===== src/rtl/mem_arbiter_if.sv =====
// Request, completion and memory-side signals of the three-requester memory arbiter.
// The arbiter connects through slave; requesters and the memory model use master.
interface mem_arbiter_if;
    localparam int unsigned AW = 16;
    localparam int unsigned DW = 16;

    logic          halt;
    logic          if_req;
    logic [AW-1:0] if_addr;
    logic          if_ack;
    logic          d_req;
    logic          d_wr;
    logic [AW-1:0] d_addr;
    logic [DW-1:0] d_wdata;
    logic          d_ack;
    logic          dbg_req;
    logic          dbg_wr;
    logic [AW-1:0] dbg_addr;
    logic [DW-1:0] dbg_wdata;
    logic          dbg_ack;
    logic [DW-1:0] rdata;
    logic          mem_en;
    logic          mem_wr;
    logic [AW-1:0] mem_addr;
    logic [DW-1:0] mem_wdata;
    logic [DW-1:0] mem_rdata;
    logic          busy;
    logic [1:0]    grant_id;

    modport slave (
        input  halt, if_req, if_addr, d_req, d_wr, d_addr, d_wdata,
               dbg_req, dbg_wr, dbg_addr, dbg_wdata, mem_rdata,
        output if_ack, d_ack, dbg_ack, rdata, mem_en, mem_wr, mem_addr,
               mem_wdata, busy, grant_id
    );

    modport master (
        output halt, if_req, if_addr, d_req, d_wr, d_addr, d_wdata,
               dbg_req, dbg_wr, dbg_addr, dbg_wdata, mem_rdata,
        input  if_ack, d_ack, dbg_ack, rdata, mem_en, mem_wr, mem_addr,
               mem_wdata, busy, grant_id
    );
endinterface


===== src/rtl/mem_arbiter.sv =====
// Single-port memory arbiter: debug, core data and core fetch share one fixed-latency
// memory, one transaction at a time, with fetch starvation relief and halt gating.
module mem_arbiter #(
    parameter int unsigned MEM_LAT    = 1,
    parameter int unsigned STARVE_MAX = 4
) (
    input  logic          clk,
    input  logic          rstn,
    mem_arbiter_if.slave  bus
);
    localparam int unsigned AW = 16;
    localparam int unsigned DW = 16;
    localparam int unsigned CW = 4;
    localparam int unsigned LW = 3;

    localparam logic [1:0] G_NONE = 2'd0;
    localparam logic [1:0] G_IF   = 2'd1;
    localparam logic [1:0] G_D    = 2'd2;
    localparam logic [1:0] G_DBG  = 2'd3;

    typedef enum logic [1:0] {S_IDLE, S_ISSUE, S_WAIT, S_RESP} state_t;

    state_t        state, state_nx;
    logic [1:0]    owner, owner_nx;
    logic          wr, wr_nx;
    logic [CW-1:0] cnt, cnt_nx;
    logic [LW-1:0] wcnt, wcnt_nx;
    logic [AW-1:0] addr_nx;
    logic [DW-1:0] wdata_nx;
    logic [DW-1:0] rdata_nx;
    logic          fetch_ok;
    logic          starved;

    assign fetch_ok = bus.if_req && !bus.halt;
    assign starved  = (cnt == CW'(STARVE_MAX));

    // Next-state, arbitration and latched transaction fields
    always_comb begin
        state_nx = state;
        owner_nx = owner;
        wr_nx    = wr;
        cnt_nx   = cnt;
        wcnt_nx  = wcnt;
        addr_nx  = bus.mem_addr;
        wdata_nx = bus.mem_wdata;
        rdata_nx = bus.rdata;
        case (state)
            S_IDLE: begin
                if (!fetch_ok) cnt_nx = '0;
                if (bus.dbg_req) begin
                    owner_nx = G_DBG;
                    wr_nx    = bus.dbg_wr;
                    addr_nx  = bus.dbg_addr;
                    wdata_nx = bus.dbg_wdata;
                    state_nx = S_ISSUE;
                end else if (fetch_ok && starved) begin
                    owner_nx = G_IF;
                    wr_nx    = 1'b0;
                    addr_nx  = bus.if_addr;
                    cnt_nx   = '0;
                    state_nx = S_ISSUE;
                end else if (bus.d_req) begin
                    owner_nx = G_D;
                    wr_nx    = bus.d_wr;
                    addr_nx  = bus.d_addr;
                    wdata_nx = bus.d_wdata;
                    if (fetch_ok) cnt_nx = cnt + 1'b1;
                    state_nx = S_ISSUE;
                end else if (fetch_ok) begin
                    owner_nx = G_IF;
                    wr_nx    = 1'b0;
                    addr_nx  = bus.if_addr;
                    cnt_nx   = '0;
                    state_nx = S_ISSUE;
                end
            end
            S_ISSUE: begin
                wcnt_nx  = LW'(MEM_LAT - 1);
                state_nx = S_WAIT;
            end
            S_WAIT: begin
                if (wcnt == '0) begin
                    if (!wr) rdata_nx = bus.mem_rdata;
                    state_nx = S_RESP;
                end else begin
                    wcnt_nx = wcnt - 1'b1;
                end
            end
            S_RESP:  state_nx = S_IDLE;
            default: state_nx = S_IDLE;
        endcase
    end

    // State and registered outputs; outputs follow the state being entered
    always_ff @(posedge clk or negedge rstn) begin
        if (!rstn) begin
            state         <= S_IDLE;
            owner         <= G_NONE;
            wr            <= 1'b0;
            cnt           <= '0;
            wcnt          <= '0;
            bus.mem_en    <= 1'b0;
            bus.mem_wr    <= 1'b0;
            bus.mem_addr  <= '0;
            bus.mem_wdata <= '0;
            bus.rdata     <= '0;
            bus.busy      <= 1'b0;
            bus.grant_id  <= G_NONE;
            bus.if_ack    <= 1'b0;
            bus.d_ack     <= 1'b0;
            bus.dbg_ack   <= 1'b0;
        end else begin
            state         <= state_nx;
            owner         <= owner_nx;
            wr            <= wr_nx;
            cnt           <= cnt_nx;
            wcnt          <= wcnt_nx;
            bus.mem_en    <= (state_nx == S_ISSUE);
            bus.mem_wr    <= (state_nx == S_ISSUE) && wr_nx;
            bus.mem_addr  <= addr_nx;
            bus.mem_wdata <= wdata_nx;
            bus.rdata     <= rdata_nx;
            bus.busy      <= (state_nx != S_IDLE);
            bus.grant_id  <= (state_nx == S_IDLE) ? G_NONE : owner_nx;
            bus.if_ack    <= (state_nx == S_RESP) && (owner_nx == G_IF);
            bus.d_ack     <= (state_nx == S_RESP) && (owner_nx == G_D);
            bus.dbg_ack   <= (state_nx == S_RESP) && (owner_nx == G_DBG);
        end
    end
endmodule


===== src/flat_wrapper.sv =====
// flat-port wrapper written by rule: the top's interface ports become plain ports
module mem_arbiter_flat 
#(
    parameter int unsigned MEM_LAT    = 1,
    parameter int unsigned STARVE_MAX = 4
)
  (clk, rstn, bus_halt, bus_if_req, bus_if_addr, bus_d_req, bus_d_wr, bus_d_addr, bus_d_wdata, bus_dbg_req, bus_dbg_wr, bus_dbg_addr, bus_dbg_wdata, bus_mem_rdata, bus_if_ack, bus_d_ack, bus_dbg_ack, bus_rdata, bus_mem_en, bus_mem_wr, bus_mem_addr, bus_mem_wdata, bus_busy, bus_grant_id);
  mem_arbiter_if bus_i ();
  input  logic clk;
  input  logic rstn;
  input wire logic [$bits(bus_i.halt)-1:0] bus_halt;
  input wire logic [$bits(bus_i.if_req)-1:0] bus_if_req;
  input wire logic [$bits(bus_i.if_addr)-1:0] bus_if_addr;
  input wire logic [$bits(bus_i.d_req)-1:0] bus_d_req;
  input wire logic [$bits(bus_i.d_wr)-1:0] bus_d_wr;
  input wire logic [$bits(bus_i.d_addr)-1:0] bus_d_addr;
  input wire logic [$bits(bus_i.d_wdata)-1:0] bus_d_wdata;
  input wire logic [$bits(bus_i.dbg_req)-1:0] bus_dbg_req;
  input wire logic [$bits(bus_i.dbg_wr)-1:0] bus_dbg_wr;
  input wire logic [$bits(bus_i.dbg_addr)-1:0] bus_dbg_addr;
  input wire logic [$bits(bus_i.dbg_wdata)-1:0] bus_dbg_wdata;
  input wire logic [$bits(bus_i.mem_rdata)-1:0] bus_mem_rdata;
  output wire logic [$bits(bus_i.if_ack)-1:0] bus_if_ack;
  output wire logic [$bits(bus_i.d_ack)-1:0] bus_d_ack;
  output wire logic [$bits(bus_i.dbg_ack)-1:0] bus_dbg_ack;
  output wire logic [$bits(bus_i.rdata)-1:0] bus_rdata;
  output wire logic [$bits(bus_i.mem_en)-1:0] bus_mem_en;
  output wire logic [$bits(bus_i.mem_wr)-1:0] bus_mem_wr;
  output wire logic [$bits(bus_i.mem_addr)-1:0] bus_mem_addr;
  output wire logic [$bits(bus_i.mem_wdata)-1:0] bus_mem_wdata;
  output wire logic [$bits(bus_i.busy)-1:0] bus_busy;
  output wire logic [$bits(bus_i.grant_id)-1:0] bus_grant_id;
  assign bus_i.halt = bus_halt;
  assign bus_i.if_req = bus_if_req;
  assign bus_i.if_addr = bus_if_addr;
  assign bus_i.d_req = bus_d_req;
  assign bus_i.d_wr = bus_d_wr;
  assign bus_i.d_addr = bus_d_addr;
  assign bus_i.d_wdata = bus_d_wdata;
  assign bus_i.dbg_req = bus_dbg_req;
  assign bus_i.dbg_wr = bus_dbg_wr;
  assign bus_i.dbg_addr = bus_dbg_addr;
  assign bus_i.dbg_wdata = bus_dbg_wdata;
  assign bus_i.mem_rdata = bus_mem_rdata;
  assign bus_if_ack = bus_i.if_ack;
  assign bus_d_ack = bus_i.d_ack;
  assign bus_dbg_ack = bus_i.dbg_ack;
  assign bus_rdata = bus_i.rdata;
  assign bus_mem_en = bus_i.mem_en;
  assign bus_mem_wr = bus_i.mem_wr;
  assign bus_mem_addr = bus_i.mem_addr;
  assign bus_mem_wdata = bus_i.mem_wdata;
  assign bus_busy = bus_i.busy;
  assign bus_grant_id = bus_i.grant_id;
  mem_arbiter #(.MEM_LAT(MEM_LAT), .STARVE_MAX(STARVE_MAX)) u_core (.clk(clk), .rstn(rstn), .bus(bus_i));
endmodule

===== config.mk =====
export PLATFORM = sky130hd
export DESIGN_NAME = mem_arbiter_flat
export DESIGN_NICKNAME = d
export VERILOG_FILES = /design/src/rtl/mem_arbiter_if.sv /design/src/rtl/mem_arbiter.sv /design/src/flat_wrapper.sv
export SDC_FILE = /design/constraint.sdc
export NUM_CORES = 1
export LEC_CHECK = 0
export ABC_AREA = 1
export BUFFER_PORTS_ARGS = -buffer_cell sky130_fd_sc_hd__clkbuf_2
export CAP_MARGIN = 20
export CORE_ASPECT_RATIO = 2
export CORE_UTILIZATION = 48
export CTS_CLUSTER_DIAMETER = 40
export DETAILED_ROUTE_END_ITERATION = 7
export PLACE_DENSITY = 0.81
export REMOVE_ABC_BUFFERS = 1
export SYNTH_ARGS = -nofsm -noshare
export SYNTH_HDL_FRONTEND = slang
export SYNTH_SLANG_ARGS = --single-unit

===== constraint.sdc =====
create_clock -name clk -period 3.2 [get_ports clk]
set_input_delay 0 -clock clk [delete_from_list [all_inputs] [get_ports clk]]
set_output_delay 0 -clock clk [all_outputs]
set_load 0.005 [all_outputs]

# Yosys cells after proc, flatten, opt, wreduce, memory -nomap -nowiden
# Index checks and enable logic that the tools add are counted.
[word_totals] ff_bits=68 out_inout_bits=56
[classes] n_addsub=2 eq_ne=11 muxes=32 n_bitwise=1 reduce_logical=18
[op_table] cell="$mux W16" n=7
[op_table] cell="$mux W4" n=6
[op_table] cell="$mux W2" n=11
[op_table] cell="$eq A2 B2 Y1 const B" n=5
[op_table] cell="$pmux W2 S4" n=1
[op_table] cell="$eq A2 B1 Y1 const B" n=3
[op_table] cell="$logic_and A1 B1 Y1" n=6
[op_table] cell="$pmux W3 S2" n=1
[op_table] cell="$reduce_and A3 Y1" n=2
[op_table] cell="$reduce_bool A2 Y1" n=3
[op_table] cell="$mux W1" n=5
[op_table] cell="$add A4 B1 Y4 const B" n=1
[op_table] cell="$eq A4 B3 Y1 const B" n=1
[op_table] cell="$logic_not A2 Y1" n=2
[op_table] cell="$ne A2 B2 Y1 const B" n=2
[op_table] cell="$reduce_and A2 Y1" n=2
[op_table] cell="$reduce_bool A4 Y1" n=1
[op_table] cell="$logic_not A3 Y1" n=1
[op_table] cell="$mux W3" n=1
[op_table] cell="$sub A3 B1 Y3 const B" n=1
[op_table] cell="$logic_not A1 Y1" n=1
[op_table] cell="$not A1 Y1" n=1

# Logic depth before layout (Yosys ltp)
[logic_depth] word_depth=9 ltp_mapped=9 mapped_depth_nobuf=9

# Least setup slack after synthesis
# Ideal clock, no wire load.
[synth_timing] path_type="reg2reg" startpoint="register u_core.state[0]" endpoint="register u_core.bus.dbg_ack" t_arrival_ns=1.356 required_time_ns=3.082 setup_slack_ns=1.726 path_stages_with_launch=8 n_path_buf=0 path_cell_list="dfrtp_1 inv_1 ha_1 inv_1 o21ai_0 nand2_2 nand2_1 nor2_1"
[synth_lines] element="from (decl)" line="mem_arbiter.sv:23" source="state_t state, state_nx;"
[synth_lines] element="from (signal assigned)" line="mem_arbiter.sv:113" source="state <= state_nx;"
[synth_lines] element="$logic_not A2 Y1" line="mem_arbiter.sv:47" source="case (state)"
[synth_lines] element="$mux W2" line="mem_arbiter.sv:47"
[synth_lines] element="net u_core.owner_nx[1]" line="mem_arbiter.sv:24" source="logic [1:0] owner, owner_nx;"
[synth_lines] element="$eq A2 B2 Y1" line="mem_arbiter.sv:127" source="bus.dbg_ack <= (state_nx == S_RESP) && (owner_nx == G_DBG);"
[synth_lines] element="$logic_and A1 B1 Y1" line="mem_arbiter.sv:127"
[synth_lines] element="to (signal assigned)" line="mem_arbiter.sv:127"
[synth_lines] element="to (decl)" line="mem_arbiter_if.sv:33" source="output if_ack, d_ack, dbg_ack, rdata, mem_en, mem_wr, mem_addr,"
# The timed path passes the listed nets, and every way through them passes these cells.
# A chain may end at the register's enable or synchronous reset.

# Final worst setup path
[layout_timing] startpoint="register u_core.cnt[0]" endpoint="register u_core.bus.dbg_ack"
[layout_via] elab_chain_len=7
[layout_rtl] element="from (decl)" line="mem_arbiter.sv:26" source="logic [CW-1:0] cnt, cnt_nx;"
[layout_rtl] element="from (signal assigned)" line="mem_arbiter.sv:116" source="cnt <= cnt_nx;"
[layout_rtl] element="$eq A4 B3 Y1" line="mem_arbiter.sv:35" source="assign starved = (cnt == CW'(STARVE_MAX));"
[layout_rtl] element="$logic_and A1 B1 Y1" line="mem_arbiter.sv:56" source="end else if (fetch_ok && starved) begin"
[layout_rtl] element="$mux W2" line="mem_arbiter.sv:56"
[layout_rtl] element="$mux W2" line="mem_arbiter.sv:50" source="if (bus.dbg_req) begin"
[layout_rtl] element="$mux W2" line="mem_arbiter.sv:47"
[layout_rtl] element="net u_core.owner_nx[1]" line="mem_arbiter.sv:24"
[layout_rtl] element="$eq A2 B2 Y1" line="mem_arbiter.sv:127"
[layout_rtl] element="$logic_and A1 B1 Y1" line="mem_arbiter.sv:127"
# The timed path passes the listed nets, and every way through them passes these cells.

==> run metrics <==
crit path launch type=flip-flop; wire length per cell=14.62 um; library cells used by synthesis=30; GRT overflow=0; Via density=5.108; Req. time, crit path=3.42 ns; Slew headroom=0.4171; most common cell in the netlist=nand2_1; Yosys top cell area share=0.4729; simple-gate area share of the yosys netlist=0.2264; setup violators final=0; DP Cell Count=652; WHS Path Cells=3; Final Hold Fails=0; sequential area share after synthesis=0.4729; first-pass GRT wire length=17420 um; Sink Count=68; DRT Wirelength=10530 um; synthesized flop and latch total=68; Reg2Reg Depth=9; Remaining DRCs=0; Design Area, Final=5199 sq um; CTS max path bufs=2; asr flop ratio synth=1.000; filler cell count=561; CTS tree=done; Worst-path clk slew=0.06 ns; Hold WC Path Type=in -> reg; most frequent cells after synthesis=151 x nand2_1, 68 x dfrtp_1, 33 x o21ai_0; FF/Latch Area=1702 sq um; # IOs=160; Max Fanout on Critical Path=34; ANT cells=0; H-tree levels=3; fraction of layout instances using a drive strength above 1=0.3503; P per Cell Area=773.1 nW/um^2; routed wl met2=5697 um; f_max=507.3 MHz; Die H=124.5 um; Max Cap Viol=0; Post-synth EDFFs=0; XOR/XNOR Fraction of Synth Area=0.002434; DR top layer=met4; setup_tns=0 ns; post-synthesis cell count=415; pins over their slew limit=0; Post-DRT Antenna Nets=0; DR vias=3678; pin count of the biggest net entering global routing=69; num rows=44; reg-to-reg setup timing slack=1.23 ns; port bufs=159; Crit. End Element=flip-flop; Period minus WS final=1.971 ns; Mean Syn Cell Area=8.671 sq um; Arr. time, crit path=2.19 ns; met3 routed WL=542 um; period utilization=0.6160; Post-Layout Cell Count=720; fin nets=735; Resized cells post-CTS=0; VDD IR max=0.5878 mV; status=finished, final reports clean; dpl hpwl=6737 um; core area=7267 sq um; vias in the first global route=3794; crit path kind=reg -> reg; Synth area leader=dfrtp_1; clock latency on the worst-skew pair=0.33 ns; synthesized area=3598 sq um; M1 wire length=3723 um; Inserted Clock Buffers=9; mux contribution to synthesized area=0.09458; top post-synthesis cells by area=dfrtp_1 47%, nand2_1 16%, mux2_2 5.0%; Clock Tree Root=clkbuf_16; CP max stage delay=0.40 ns; aggregate global-route resource usage=0.2854; cells along the critical path=inv_1, ha_1, nand3_2, nor2_4, nand2_4, nand3_4, nand2_2, nand2_1, nor2_1; GPL Wtd Cong=0.8364; Yosys warnings=0; die width=63.23 um; Static Leak=2.812 nW; compound-cell area share of the yosys netlist=0.1074; Pre-antenna DRT Iters=5; main combinational cell family by area after synthesis=simple AND/OR/NAND/NOR gates; Layout area overhead=44.47%; Slowest cell on crit path=dfrtp_1; die area=7868 sq um; clock skew=0.01038 ns; footprint of the multi-input gates=1650 sq um; worst-margin pin slew=0.8744 ns; drt initial violations=317; post-synthesis adder-cell area fraction=0.02782; ys flop type=dfrtp_1; RSZ-0062 raised after global routing=no; initial antenna violation count=0; Placed Area=4377 sq um; Starting Density=0.4952; Post-CTS Setup Inserts=0
[what timing repair did]
action                     4_1_cts  5_1_grt
hold endpoints to repair       108        1
hold buffers                    51        1
setup endpoints to repair        0        0
[layout make-up]
| class | instances | share of cell area |
|---|---|---|
| Tap cell | 92 | 0.02214 |
| Inverter | 26 | 0.01901 |
| Clock inverter | 6 | 0.01203 |
| Timing Repair Buffer | 213 | 0.2561 |
| Multi-Input combinational cell | 305 | 0.3174 |
| Clock buffer | 10 | 0.04597 |
| Sequential cell | 68 | 0.3273 |
[where the power goes]
group | leakage [nW] | switching, W | internal [W] | total, W
combinational | 1.83 | 0.000854 | 0.000701 | 0.00155
sequential | 0.833 | 0.000213 | 0.00125 | 0.00146
clock | 0.153 | 0.000376 | 0.000624 | 0.00100
total | 2.81 | 0.00144 | 0.00258 | 0.00402
[layout by cell type (no fill, tap or decap), types with 2 or more instances in the layout]
cell,instances
dlygate4sd3_1,52
nor2_1,29
nand3_2,2
nand2_2,4
clkinv_2,4
dfrtp_1,68
o22ai_1,3
mux2i_1,16
inv_2,2
buf_4,2
clkbuf_2,158
ha_1,8
o21ai_2,13
o21ai_0,33
nand3_1,7
nand2_1,151
inv_1,23
a21oi_1,6
mux2_2,16
clkbuf_16,9
o21ai_1,10
[stage by stage]
stage / total power, W / util / setup WS, ns / hold WS, ns
floorplan: 0.002286 / - / 1.512 / -0.2956
global placement: 0.002852 / 0.6023 / 1.337 / 0.2338
detailed placement: 0.002940 / 0.6023 / 1.259 / 0.2389
CTS: 0.003996 / 0.7140 / 1.248 / 0.0008284
global route: 0.004301 / 0.7154 / 1.081 / 0.005635
finish: 0.004019 / 0.7154 / 1.229 / 0.001954
[flip-flops by register name, summed over array words and instances, names as in the netlist]
register / count
u_core.bus.rdata: 16
u_core.owner: 2
u_core.bus.busy: 1
u_core.bus.mem_wdata: 16
u_core.bus.mem_en: 1
u_core.bus.if_ack: 1
u_core.bus.mem_addr: 16
u_core.bus.dbg_ack: 1
u_core.bus.mem_wr: 1
u_core.state: 2
u_core.cnt: 4
u_core.wcnt: 3
u_core.bus.d_ack: 1
u_core.bus.grant_id: 2
u_core.wr: 1
[routing by layer]
metal | global-route usage | up-vias
met5 | 0 | -
met4 | 0.1832 | 0
met3 | 0.05678 | 46
met2 | 0.5054 | 192
met1 | 0.2972 | 1691
li1 | - | 1749
[worst max-delay path, delay by kind of cell (launching register included)]
kind | cells | cell delay, ns
fa+ha+maj | 1 | 0.21
flops | 1 | 0.40
simple gates | 7 | 1.14
buf+inv | 1 | 0.10
[kinds of logic (layout without fill, tap and decap cells)]
kind of cell	count (synthesis)	in the layout
simple gates	198	198
flops	68	68
compound gates	66	66
buf+inv	42	255
mux	32	32
fa+ha+maj	8	8
xor+xnor	1	1
[final timing paths]
check	start	endpoint
hold reg to reg	u_core.bus.mem_addr[15]$_DFFE_PN0P_	u_core.bus.mem_addr[15]$_DFFE_PN0P_
setup reg to reg	u_core.cnt[0]$_DFFE_PN0N_	u_core.bus.dbg_ack$_DFF_PN0_
min in group asynchronous	rstn	u_core.bus.mem_addr[3]$_DFFE_PN0P_
max in group asynchronous	rstn	u_core.bus.mem_en$_DFF_PN0_
setup / recovery	u_core.cnt[0]$_DFFE_PN0N_	u_core.bus.dbg_ack$_DFF_PN0_
hold / removal	bus_dbg_wdata[12]	u_core.bus.mem_wdata[12]$_DFFE_PN0P_
No activity file was read; power rests on OpenSTA's default activity.
